[src/rtl/fetch_ctrl.sv]
// fetch_ctrl: instruction-fetch PC sequencer with stall/flush control.
//
// Drives pc_o / imem_ce_o / imem_req_o toward instruction memory through a
// req/ack handshake, arbitrates exception flush and branch redirects, and
// emits a 6-bit stall vector to the pipeline registers.
//
// Ports:
//   clk, rst           clock; synchronous active-high reset
//   stallreq_id_i/ex_i ID / EX stage stall requests
//   branch_flag_i      branch taken, target on branch_target_i
//   flush_i            exception flush, handler address on new_pc_i
//   imem_ack_i         instruction memory returned data for pc_o
//   imem_ce_o          instruction memory chip enable
//   imem_req_o         fetch request, held while waiting for ack
//   pc_o               current fetch address (word aligned)
//   stall_o            [0]PC [1]IF/ID [2]ID/EX [3]EX/MEM [4]MEM/WB [5]WB
//   flush_o            pipeline register flush, one-cycle pulse
//   fetch_err_o        sticky fetch timeout
//   perf_stall_o       cycles with stall_o[0]=1 (saturating)
//
// Build option: define FETCH_CTRL_PERF_EN to build the stall cycle counter;
// otherwise perf_stall_o is tied to zero.
module fetch_ctrl #(
  parameter int unsigned       ADDR_W   = 32,
  parameter logic [ADDR_W-1:0] RESET_PC = '0,
  parameter int unsigned       MAX_WAIT = 15
) (
  input  logic              clk,
  input  logic              rst,
  input  logic              stallreq_id_i,
  input  logic              stallreq_ex_i,
  input  logic              branch_flag_i,
  input  logic [ADDR_W-1:0] branch_target_i,
  input  logic              flush_i,
  input  logic [ADDR_W-1:0] new_pc_i,
  input  logic              imem_ack_i,
  output logic              imem_ce_o,
  output logic              imem_req_o,
  output logic [ADDR_W-1:0] pc_o,
  output logic [5:0]        stall_o,
  output logic              flush_o,
  output logic              fetch_err_o,
  output logic [31:0]       perf_stall_o
);

  localparam int unsigned CNT_W = $clog2(MAX_WAIT + 1);

  typedef enum logic [1:0] {S_RST, S_REQ, S_ERR} state_t;

  state_t            state, state_next;
  logic [ADDR_W-1:0] pc_next;
  logic              ce_next, req_next, err_next;
  logic              pend, pend_next;
  logic [ADDR_W-1:0] pend_tgt, pend_tgt_next;
  logic [CNT_W-1:0]  wcnt, wcnt_next;

  logic [ADDR_W-1:0] br_tgt, flush_tgt;
  logic              pipe_stall;

  assign br_tgt     = branch_target_i & ~ADDR_W'(3);
  assign flush_tgt  = new_pc_i & ~ADDR_W'(3);
  assign pipe_stall = stallreq_ex_i | stallreq_id_i;

  always_ff @(posedge clk) begin
    if (rst) begin
      state       <= S_RST;
      pc_o        <= '0;
      imem_ce_o   <= 1'b0;
      imem_req_o  <= 1'b0;
      fetch_err_o <= 1'b0;
      flush_o     <= 1'b0;
      pend        <= 1'b0;
      pend_tgt    <= '0;
      wcnt        <= '0;
    end else begin
      state       <= state_next;
      pc_o        <= pc_next;
      imem_ce_o   <= ce_next;
      imem_req_o  <= req_next;
      fetch_err_o <= err_next;
      flush_o     <= flush_i;
      pend        <= pend_next;
      pend_tgt    <= pend_tgt_next;
      wcnt        <= wcnt_next;
    end
  end

  always_comb begin
    state_next    = state;
    pc_next       = pc_o;
    ce_next       = imem_ce_o;
    req_next      = imem_req_o;
    err_next      = fetch_err_o;
    pend_next     = pend;
    pend_tgt_next = pend_tgt;
    wcnt_next     = wcnt;

    if (flush_i) begin
      state_next = S_REQ;
      pc_next    = flush_tgt;
      ce_next    = 1'b1;
      req_next   = 1'b1;
      err_next   = 1'b0;
      pend_next  = 1'b0;
      wcnt_next  = '0;
    end else begin
      unique case (state)
        S_RST: begin
          state_next = S_REQ;
          pc_next    = RESET_PC;
          ce_next    = 1'b1;
          req_next   = 1'b1;
        end
        S_REQ: begin
          if (imem_ack_i) begin
            wcnt_next = '0;
            if (pipe_stall) begin
              // A branch seen while the pipe is stalled must not be lost.
              if (branch_flag_i) begin
                pend_next     = 1'b1;
                pend_tgt_next = br_tgt;
              end
            end else if (branch_flag_i) begin
              // A fresh branch is newer than any pending one.
              pc_next   = br_tgt;
              pend_next = 1'b0;
            end else if (pend) begin
              pc_next   = pend_tgt;
              pend_next = 1'b0;
            end else begin
              pc_next = pc_o + ADDR_W'(4);
            end
          end else begin
            wcnt_next = wcnt + 1'b1;
            if (branch_flag_i) begin
              pend_next     = 1'b1;
              pend_tgt_next = br_tgt;
            end
            if (wcnt == CNT_W'(MAX_WAIT - 1)) begin
              state_next = S_ERR;
              err_next   = 1'b1;
              req_next   = 1'b0;
            end
          end
        end
        S_ERR: ;
        default: state_next = S_RST;
      endcase
    end
  end

  always_comb begin
    stall_o = 6'b000000;
    if (flush_i)                       stall_o = 6'b000000;
    else if (state == S_ERR)           stall_o = 6'b111111;
    else if (stallreq_ex_i)            stall_o = 6'b001111;
    else if (stallreq_id_i)            stall_o = 6'b000111;
    else if (state == S_REQ && !imem_ack_i) stall_o = 6'b000011;
  end

`ifdef FETCH_CTRL_PERF_EN
  logic [31:0] perf_cnt;

  always_ff @(posedge clk) begin
    if (rst) begin
      perf_cnt <= '0;
    end else if (stall_o[0] && perf_cnt != '1) begin
      perf_cnt <= perf_cnt + 32'd1;
    end
  end

  assign perf_stall_o = perf_cnt;
`else
  assign perf_stall_o = '0;
`endif

endmodule

[config.mk]
export PLATFORM = sky130hd
export DESIGN_NAME = fetch_ctrl
export DESIGN_NICKNAME = d
export VERILOG_FILES = /design/src/rtl/fetch_ctrl.sv
export SDC_FILE = /design/constraint.sdc
export NUM_CORES = 1
export LEC_CHECK = 0
export ABC_AREA = 1
export BUFFER_PORTS_ARGS = -buffer_cell sky130_fd_sc_hd__clkbuf_2
export CORE_MARGIN = 2
export CORE_UTILIZATION = 55
export DETAILED_ROUTE_END_ITERATION = 6
export PLACE_DENSITY = 0.85
export SLEW_MARGIN = 25
export SYNTH_ARGS = -nofsm -noshare
export SYNTH_HDL_FRONTEND = slang
export SYNTH_SLANG_ARGS = --single-unit
[constraint.sdc]
create_clock -name clk -period 2.7 [get_ports clk]
set_input_delay 0.135 -clock clk [delete_from_list [all_inputs] [get_ports clk]]
set_output_delay 0.135 -clock clk [all_outputs]
set_load 0.01 [all_outputs]
* Word-level counts from Yosys, hierarchy flattened
Cells that the tools add are included.
** Word-level totals
- Output and inout port bits :: 74
- Register bits :: 75
- Bits of input ports :: 71
- Logic and storage cells :: 72
** Operators by class
- Bitwise logic cells :: 4
- Add/subtract/negate cells :: 2
- Equality and inequality tests :: 13
- Multiplexer cells :: 28
- Reductions and logical operators :: 14
** Operators with widths (number)
- $mux W32 :: 8
- $pmux W32 S2 :: 1
- $add A32 B3 Y32 const B :: 1
- $reduce_and A3 Y1 :: 7
- $mux W6 :: 2
- $ne A3 B3 Y1 const B :: 4
- $ne A2 B2 Y1 const B :: 5
- $mux W1 :: 9
- $mux W4 :: 2
- $mux W2 :: 3
- $pmux W2 S3 :: 1
- $add A4 B1 Y4 const B :: 1
- $eq A4 B4 Y1 const B :: 1
- $reduce_bool A2 Y1 :: 2
- $mux W3 :: 1
- $not A1 Y1 :: 3
- $reduce_bool A3 Y1 :: 1
- $eq A2 B1 Y1 const B :: 1
- $eq A2 B2 Y1 const B :: 1
- $logic_not A2 Y1 :: 1
- $ne A2 B1 Y1 const B :: 1
- $pmux W1 S2 :: 1
- $reduce_or A2 Y1 :: 1
- $logic_and A1 B1 Y1 :: 1
- other kinds (2) :: 2

* Longest topological paths before layout
Gate-level depths: netlist of run 1.
- Depth after elaboration :: 7
- Gate-level depth with buffers :: 11
- Mapped depth without buffers :: 11

* Least setup slack after synthesis of run 1
OpenSTA, ideal clock, no wires.
- Kind :: register -> register
- Start point :: reg pc_o[2]
- End point :: reg pc_o[14]
- Library setup time :: 70 ps
- Arrival time :: 1510 ps
- Path buffers :: 0
- Clock period less this slack :: 1580 ps
- Setup slack :: 1120 ps
- Stages on the path, launching flop included :: 11
- Data required time :: 2630 ps
- Cells stage by stage :: dfxtp_1 > ha_1 > nand3_1 > inv_1 > nand2_1 > nor2_1 > or2_1 > nand3_1 > nand2_1 > nand2_1 > a21oi_1
** Between the ends
- Word-level cells in the longest chain between the ends :: 7
** RTL lines
- start, declared :: line 39 : output logic [ADDR_W-1:0] pc_o,
- start signal, assigned :: line 77 : pc_o <= pc_next;
- $add A32 B3 Y32 :: line 131 : pc_next = pc_o + ADDR_W'(4);
- $mux W32 :: line 127 : end else if (pend) begin
- $mux W32 :: line 123 : end else if (branch_flag_i) begin
- $mux W32 :: line 117 : if (pipe_stall) begin
- $mux W32 :: line 115 : if (imem_ack_i) begin
- $pmux W32 S2 :: line 107 : unique case (state)
- $mux W32 :: line 98 : if (flush_i) begin
No other way between the ends. The select of a mux whose other input is x is not followed.
A chain may end at the register's enable or synchronous reset.

* Worst setup path after layout of run 1
- Start point :: reg state[1]
- End point :: reg pc_o[2]
** Between the ends
- Word-level cells in the longest chain between the ends :: 3
- Elaborated cells on any way between the ends :: 8
- Those cells by class :: 3 x eq/ne; 2 x mux; 3 x reduce/logical
** RTL lines
- start, declared :: line 50 : state_t state, state_next;
- start signal, assigned :: line 76 : state <= state_next;
- $eq A2 B1 Y1 or $logic_not A2 Y1 (tied branches) :: line 107
- $ne A3 B3 Y1 (no source line), or another cell as far along
- $reduce_and A3 Y1 (no source line) or $mux W32 (tied branches)
Parallel ways exist; a longest one is shown, timed or not.

==> impl_summary.txt, run 1 <==
----------------------------------------------------
[Status]
  Run status ... completed

[Routing]
  Routed WL ... roughly 14 mm
  Iteration count of the initial detailed-routing pass ... 5
  Via Count ... slightly above 5000
  DR WL/cell ... roughly 15 um
  Drc violations ... 0
  Vias per inst ... between 5 and 6
  Violation count after the first detailed-routing iteration ... between 300 and 400
  Antenna-violating nets left ... 0

[Synthesis]
  Per-instance average area after synthesis ... 6.19 um2
  Sequential fraction of the synthesis area ... 32.0%
  Share of synthesized flip-flops with an asynchronous set or reset ... 0%
  Netlist Area Pre-Place ... ~4600 um2
  Warning count from the yosys run ... 0
  Count of flip-flops with a built-in enable after synthesis ... 0
  Count of different cell masters after synthesis ... 34
  Yosys reg bits ... 73
  Top_reg_cell synth ... sky130_fd_sc_hd__dfxtp_1
  Cell count after synthesis ... between 700 and 800

[STA]
  Worst slew margin relative to its limit ... between 40% and 50%
  Slew at the pin closest to its max-slew limit ... about 0.84 ns
  Final-report setup violation count ... 0
  Fmax ... ~470 MHz
  Hold Violations, Final ... 0
  Setup repair after global routing missed its margin ... no
  Ratio of final minimum period to clock period ... 78.9%
  Post-route setup TNS ... 0 ns
  Clock Skew ... around 0.013 ns
  Minimum setup slack in the final design ... ~0.57 ns
  Final max-slew violation count ... 0
  Post-route minimum period ... approximately 2.1 ns

[Finish]
  Net count, final ... approximately 900
  Antenna cell count ... 0
  Area of the multi-input gates ... 2610 um2
  Sequential cell area in the final layout ... 1460 um2
  Fraction of layout cells with a size suffix above 1 ... 17.2%
  Growth of design area from synthesis to finish ... 14.3%
  Fin cells ... about 930
  Total of fill cells in the finished design ... 810
  Most frequent cells in the layout ... sky130_fd_sc_hd__nand2_1, sky130_fd_sc_hd__nor2_1, sky130_fd_sc_hd__a21oi_1
  Commonest non-fill, non-tap cell in the layout ... sky130_fd_sc_hd__nand2_1

[CTS]
  Buffer cell driving the clock tree root ... sky130_fd_sc_hd__clkbuf_8
  Clock buffers created by TritonCTS ... 9
  Clock tree from TritonCTS ... yes
  Setup fix buffers added after clock tree synthesis ... 0
  Clock insertion delay at the later pin of the skew report ... between 0.3 and 0.4 ns
  Max H-tree Level ... 3
  Sinks on Clock Net ... 73
  Clock input transition at the sequential cells of the worst setup and hold paths ... roughly 0.080 ns
  Total of hold buffers inserted after clock tree synthesis ... 1
  Longest Clk Path Bufs ... 2
  Number of cells upsized or downsized after cts ... 0

[Power and ir drop]
  Relative contribution of the clock network to total power ... between 30 and 40%
  Internal Dissipation ... between 1.5 and 2 mW
  Static power due to leakage ... around 2.4 nW
  Power density over the cells ... roughly 500 nW/um2
  Logic gate share of total power ... ~18%
  Net Switching ... a little under 0.8 mW
  Worst vdd ir ... around 0.00037 V
  Sw Share ... between 30% and 40%
  Part of the total power dissipated in sequential elements ... between 40% and 50%

[Hold path]
  Kind of path behind the tightest hold check ... input port to register

[Floorplan]
  Number of top-level pins ... between 100 and 150
  Die Height ... 95.1 um
  DIE AREA ... roughly 9000 um2
  Standard-cell row count ... 33
  Core ar. ... around 8000 um2
  Starting Density ... a little under three fifths
  Floorplan die width ... 95.1 um

[Worst setup path]
  Startpoint type of the worst setup path ... register
  Critical path peak fanout ... 30
  Crit. End Element ... register
  Critical path arrival ... ~2.4 ns
  CP Class ... register to register
  WP data required ... between 2 and 3 ns

[Place]
  Number of buffer cells added on primary ports ... between 100 and 150
  Cell total after placement ... about 900
  Pre-CTS setup slack ... 0.605 ns
  Detail Placement HPWL ... between 9 and 10 mm
  Final GP Congestion ... 0.901

[Global routing]
  Global-route usage over all layers ... between 30% and 40%
  First-pass GRT wire length ... around 22 mm
  Largest net degree at the start of global routing ... between 40 and 50
  Initial antenna violation count ... 0
  Number of global-route vias before repair ... approximately 4600
  Residual overflow from global routing ... 0

[Flow run]
  Maxcap violations ... 0

----------------------------------------------------
==> cells in the mapped netlist, types with 4 or more instances <==
cell                       count  area [um2]
sky130_fd_sc_hd__nand2_1     152         571
sky130_fd_sc_hd__nor2_1      120         450
sky130_fd_sc_hd__a21oi_1     115         576
sky130_fd_sc_hd__dfxtp_1      73        1460
sky130_fd_sc_hd__o21ai_0      72         360
sky130_fd_sc_hd__inv_1        51         191
sky130_fd_sc_hd__buf_4        34         255
sky130_fd_sc_hd__nand3_1      34         170
sky130_fd_sc_hd__clkbuf_1     24        90.1
sky130_fd_sc_hd__buf_2         8        40.0
sky130_fd_sc_hd__xor2_1        5        43.8
sky130_fd_sc_hd__a31oi_1       4        25.0
sky130_fd_sc_hd__nand4_1       4        25.0
sky130_fd_sc_hd__o21bai_1      4        30.0
==> path summary, 6_finish.rpt <==
check | from | endpoint | slack, ns | cells after the start
max | state[1] | pc_o[2] | 0.57 | 7
min | branch_target_i[6] | pend_tgt[6] | 0.008 | 3
max reg2reg | state[1] | pc_o[2] | 0.57 | 7
min reg2reg | pc_o[1] | pc_o[1] | 0.45 | 2
==> logic make-up (layout without fill, tap and decap cells) <==
| kind of cell | count (synthesis) | count (layout) | share of synthesized area, % |
|---|---|---|---|
| compound gates | 203 | 203 | 23.0 |
| xor+xnor | 7 | 7 | 1.34 |
| fa+ha+maj | 3 | 3 | 0.823 |
| buf+inv | 125 | 186 | 13.4 |
| flops | 73 | 73 | 32.0 |
| other cells | 1 | 32 | 0.0822 |
| simple gates | 325 | 325 | 29.4 |
==> through the flow <==
stage,area [um2],utilization [%],hold slack [ns],total power [mW]
3_3_place_gp,5010,61.6,0.374,1.68
4_1_cts,5220,64.1,0.00269,2.55
2_1_floorplan,4680,-,0.263,1.54
6_report,5220,64.1,0.00795,2.56
3_5_place_dp,5010,61.6,0.375,1.69
5_1_grt,5220,64.1,0.0219,2.67
==> power by group through the flow <==
stage	registers, mW	logic [mW]	clock network (mW)
2_1_floorplan	1.23	0.310	0
6_report	1.22	0.460	0.878
3_5_place_dp	1.24	0.452	0
3_3_place_gp	1.24	0.439	0
5_1_grt	1.23	0.517	0.929
4_1_cts	1.22	0.455	0.884
==> per-layer routing <==
metal / vias to the layer above / wire (um) / global-route usage [%]
met5: - / 0 / 0
met4: 0 / 218 / 9.78
met3: 21 / 958 / 4.90
met2: 227 / 6370 / 49.2
met1: 2312 / 6280 / 42.8
li1: 2519 / - / -
==> sequential cells by signal, indices dropped and copies added, names as in the netlist <==
register and flops:
pc_o 32, wcnt 4, flush_o 1, imem_ce_o 1, state 2, pend 1, pend_tgt 30, imem_req_o 1
fetch_err_o 1
==> critical path, cell delays in order, from the launching register on <==
cell,delay [ns]
sky130_fd_sc_hd__dfxtp_1,0.46
sky130_fd_sc_hd__nor2_1,0.13
sky130_fd_sc_hd__nor2_1,0.13
sky130_fd_sc_hd__nand2_1,0.38
sky130_fd_sc_hd__inv_2,0.62
sky130_fd_sc_hd__a21oi_1,0.08
sky130_fd_sc_hd__a21oi_1,0.15
sky130_fd_sc_hd__nor2_1,0.06
==> final cells by class <==
type | instances | share of cell area (%)
Multi-Input combinational cell | 570 | 50.0
Sequential cell | 73 | 28.0
Timing Repair Buffer | 116 | 11.8
Inverter | 54 | 3.89
Clock buffer | 11 | 2.71
Tap cell | 105 | 2.52
Clock inverter | 5 | 1.06
(Power assumes the default switching activity.)
==> run 2, diff against run 1 <==
ABC_AREA = 0   (was 1)
CORE_UTILIZATION = 52   (was 55)
PLACE_DENSITY = 0.81   (was 0.85)
clock period = 2 ns   (was 2.7 ns; I/O delays follow)
==> impl_summary.txt, run 2 <==
----------------------------------------------------
[CTS]
  Clock buffers created by TritonCTS ... 9 (unchanged)
  Max H-tree Level ... 3 (unchanged)
  Clock tree from TritonCTS ... yes (unchanged)
  Clock insertion delay at the later pin of the skew report ... 0.36 ns (about the same)
  Buffer cell driving the clock tree root ... sky130_fd_sc_hd__clkbuf_8 (unchanged)
  Clock input transition at the sequential cells of the worst setup and hold paths ... 0.09 ns (was 0.08 ns)
  Sinks on Clock Net ... 73 (unchanged)
  Longest Clk Path Bufs ... 2 (unchanged)

[STA]
  Post-route setup TNS ... 0 ns (unchanged)
  Minimum setup slack in the final design ... 0.0341 ns (was 0.571 ns)
  Setup repair after global routing missed its margin ... yes (was no)
  Hold Slack ... 0.00157 ns (was 0.00795 ns)
  Worst slew margin relative to its limit ... 59.3% (was 43.7%)
  Ratio of final minimum period to clock period ... around 98%
  Slew at the pin closest to its max-slew limit ... 0.609 ns (was 0.844 ns)
  Fmax ... a little over 500 MHz
  Hold Violations, Final ... 0 (unchanged)
  Final max-slew violation count ... 0 (unchanged)
  Clock Skew ... 0.0176 ns (was 0.0130 ns)
  Post-route minimum period ... between 1.5 and 2 ns
  Final-report setup violation count ... 0 (unchanged)

[Synthesis]
  Share of synthesized flip-flops with an asynchronous set or reset ... 0% (unchanged)
  Most instantiated library cell after synthesis ... sky130_fd_sc_hd__nand2_1 (unchanged)
  Leading post-synthesis cells by instance count ... sky130_fd_sc_hd__nand2_1, sky130_fd_sc_hd__dfxtp_1, sky130_fd_sc_hd__a21oi_1 (was sky130_fd_sc_hd__nand2_1, sky130_fd_sc_hd__nor2_1, sky130_fd_sc_hd__a21oi_1)
  Count of different cell masters after synthesis ... 66 (was 34)
  Cells taking the most area after synthesis ... sky130_fd_sc_hd__dfxtp_1, sky130_fd_sc_hd__nand2_1, sky130_fd_sc_hd__a21oi_1 (was sky130_fd_sc_hd__dfxtp_1, sky130_fd_sc_hd__a21oi_1, sky130_fd_sc_hd__nand2_1)
  Netlist Area Pre-Place ... 4560 um2 (unchanged)
  Cell type with the largest total area after synthesis ... sky130_fd_sc_hd__dfxtp_1 (unchanged)
  Yosys top cell area share ... 32.0% (unchanged)
  Count of flip-flops with a built-in enable after synthesis ... 0 (unchanged)
  Cell count after synthesis ... 618 (was 737)
  Per-instance average area after synthesis ... 7.38 um2 (was 6.19 um2)
  Top_reg_cell synth ... sky130_fd_sc_hd__dfxtp_1 (unchanged)
  Sequential fraction of the synthesis area ... 32.0% (unchanged)
  Yosys reg bits ... 73 (unchanged)
  Warning count from the yosys run ... 0 (unchanged)

[Routing]
  Iteration count of the initial detailed-routing pass ... 5 (unchanged)
  Met1 Wirelength ... 6.04 mm (was 6.28 mm)
  Via Count ... 5063 (was 5079)
  Violation count after the first detailed-routing iteration ... 421 (was 354)
  Max layer used ... met4 (unchanged)
  DR WL/cell ... 16.1 um (was 14.8 um)
  Vias per inst ... 5.84 (was 5.44)
  Sum of met3 wire segment lengths after detailed routing ... 1.25 mm (was 958 um)
  Antenna-violating nets left ... 0 (unchanged)
  Met2 Wirelength ... 6.45 mm (was 6.37 mm)
  Routed WL ... 14.0 mm (was 13.8 mm)
  Drc violations ... 0 (unchanged)

[Power and ir drop]
  Static power due to leakage ... 2.41 nW (was 2.37 nW)
  Power density over the cells ... 618 nW/um2 (was 490 nW/um2)
  Worst vdd ir ... 0.000477 V (was 0.000370 V)

[Flow run]
  Maxcap violations ... 0 (unchanged)

[Floorplan]
  DIE AREA ... 9540 um2 (was 9040 um2)
  Standard-cell row count ... 34 (was 33)
  Number of top-level pins ... 145 (unchanged)
  Die Height ... 97.7 um (was 95.1 um)
  Core ar. ... 8590 um2 (was 8130 um2)
  Floorplan die width ... 97.7 um (was 95.1 um)
  Starting Density ... 53.1% (was 56.1%)

[Finish]
  Net count, final ... 828 (was 898)
  Fraction of layout cells with a size suffix above 1 ... 25.8% (was 17.2%)
  Area of all placed cells without fillers ... 5710 um2 (was 5220 um2)
  Most flop-heavy register ... pc_o (unchanged)
  Antenna cell count ... 0 (unchanged)
  Top flop regs ... pc_o (32), pend_tgt (30), wcnt (4) (unchanged)
  Growth of design area from synthesis to finish ... 25.2% (was 14.3%)
  Most frequent cells in the layout ... sky130_fd_sc_hd__nand2_1, sky130_fd_sc_hd__clkbuf_2, sky130_fd_sc_hd__dfxtp_1 (was sky130_fd_sc_hd__nand2_1, sky130_fd_sc_hd__nor2_1, sky130_fd_sc_hd__a21oi_1)
  Largest register FFs ... 32 (unchanged)
  Commonest non-fill, non-tap cell in the layout ... sky130_fd_sc_hd__nand2_1 (unchanged)

[Worst setup path]
  Critical path's slowest cell ... sky130_fd_sc_hd__or3b_1 (was sky130_fd_sc_hd__inv_2)
  Cell occurring most often along the worst timing path ... sky130_fd_sc_hd__buf_4 (was sky130_fd_sc_hd__nor2_1)
  CP Class ... register to output port (was register to register)
  WP data required ... 1.90 ns (was 2.94 ns)
  Crit. End Element ... output port (was register)
  Critical Path, Cell by Cell ... buf_4, or3b_1, buf_4, o21bai_1, clkbuf_2 (was nor2_1, nor2_1, nand2_1, inv_2, a21oi_1, a21oi_1, nor2_1)
  Critical path peak fanout ... 9 (was 30)
  Largest stage delay on the critical path ... 0.46 ns (was 0.62 ns)
  Critical path arrival ... 1.87 ns (was 2.37 ns)
  Startpoint type of the worst setup path ... register (unchanged)

[Status]
  Run status ... completed (unchanged)

[Global routing]
  Initial antenna violation count ... 0 (unchanged)
  Number of global-route vias before repair ... 4464 (was 4579)
  Global-route usage over all layers ... 28.4% (was 30.9%)
  Largest net degree at the start of global routing ... 48 (was 46)
  Residual overflow from global routing ... 0 (unchanged)
  First-pass GRT wire length ... 22.3 mm (was 21.9 mm)

[Hold path]
  Kind of path behind the tightest hold check ... input port to register (unchanged)

[Place]
  Detail Placement HPWL ... 9.87 mm (was 9.73 mm)
  Pre-CTS setup slack ... -0.0221 ns (was 0.605 ns)
  Placed cell area ... 5290 um2 (was 5010 um2)
  Final GP Congestion ... 0.949 (was 0.901)
  Number of buffer cells added on primary ports ... 108 (unchanged)

----------------------------------------------------
run 2: cell types whose count changed in the layout (fill, tap and decap cells not counted), moves of 18 or more:
cell,previous run,this run
sky130_fd_sc_hd__nor2_1,120,26
sky130_fd_sc_hd__a21oi_1,115,64
sky130_fd_sc_hd__inv_1,51,12
sky130_fd_sc_hd__o21ai_0,72,33
sky130_fd_sc_hd__buf_4,6,43
sky130_fd_sc_hd__nand2_1,152,126
sky130_fd_sc_hd__nor2b_1,0,20
sky130_fd_sc_hd__nand3_1,34,16
run 2: path summary, 6_finish.rpt:
kind | slack, ns | cells past startpoint | endpoint | from
worst max-delay path | 0.03 | 5 | stall_o[1] | state[1]
worst min-delay path | 0.002 | 3 | pend_tgt[27] | branch_target_i[27]
worst max register to register | 0.09 | 4 | pc_o[9] | state[1]
worst min register to register | 0.46 | 2 | imem_ce_o | imem_ce_o
run 2: logic make-up after synthesis:
| kind of cell | Yosys count | share of synthesized area (%) |
|---|---|---|
| XOR/XNOR | 9 | 1.73 |
| multiplexers | 12 | 2.69 |
| AO/OA/AOI/OAI | 167 | 23.4 |
| other | 1 | 0.0822 |
| AND/OR/NAND/NOR | 264 | 28.6 |
| flip-flops | 73 | 32.0 |
| buffers and inverters | 89 | 10.6 |
| adder cells (fa/ha/maj) | 3 | 0.823 |
run 2: routing by layer:
metal | global-route usage [%] | vias to the layer above
met4 | 7.59 | 0
li1 | - | 2401
met3 | 3.88 | 29
met1 | 39.7 | 2360
met5 | 1.65 | -
met2 | 46.0 | 273
run 2: worst max-delay path: cells and delay by family (launching register included):
family	cells	cell delay, ns
buffers and inverters	3	0.52
and+or+nand+nor	1	0.46
DFF	1	0.33
AOI/OAI and AO/OA	1	0.19
run 2: metrics by stage:
stage	utilization [%]	std cells	total power, mW
finish	66.5	867	3.53
CTS	66.0	866	3.50
floorplan	-	649	2.05
global placement	61.6	833	2.27
global route	66.5	867	3.67
detailed placement	61.6	833	2.29
run 2: layout make-up:
class | instances | area, um2
inverter | 12 | 45.0
clock buffer | 9 | 124
fill | 759 | 2880
tap | 108 | 135
multi-input combinational | 487 | 2760
sequential | 73 | 1470
clock inverter | 7 | 78.8
timing repair buffer | 171 | 1090
run 2: what timing repair did:
action | 4_1_cts | 5_1_grt
setup buffers | 0 | 1
pin swaps | 1 | 7
endpoints found under the hold margin | 17 | 0
endpoints found under the setup margin | 4 | 11
cloned | 0 | 0
gates resized for setup | 2 | 11
hold buffers | 17 | 0
run 2: report_power, final:
| group | internal [mW] | switching (mW) |
|---|---|---|
| combinational | 0.305 | 0.420 |
| sequential | 1.52 | 0.0618 |
| clock | 0.585 | 0.636 |
| total | 2.41 | 1.12 |
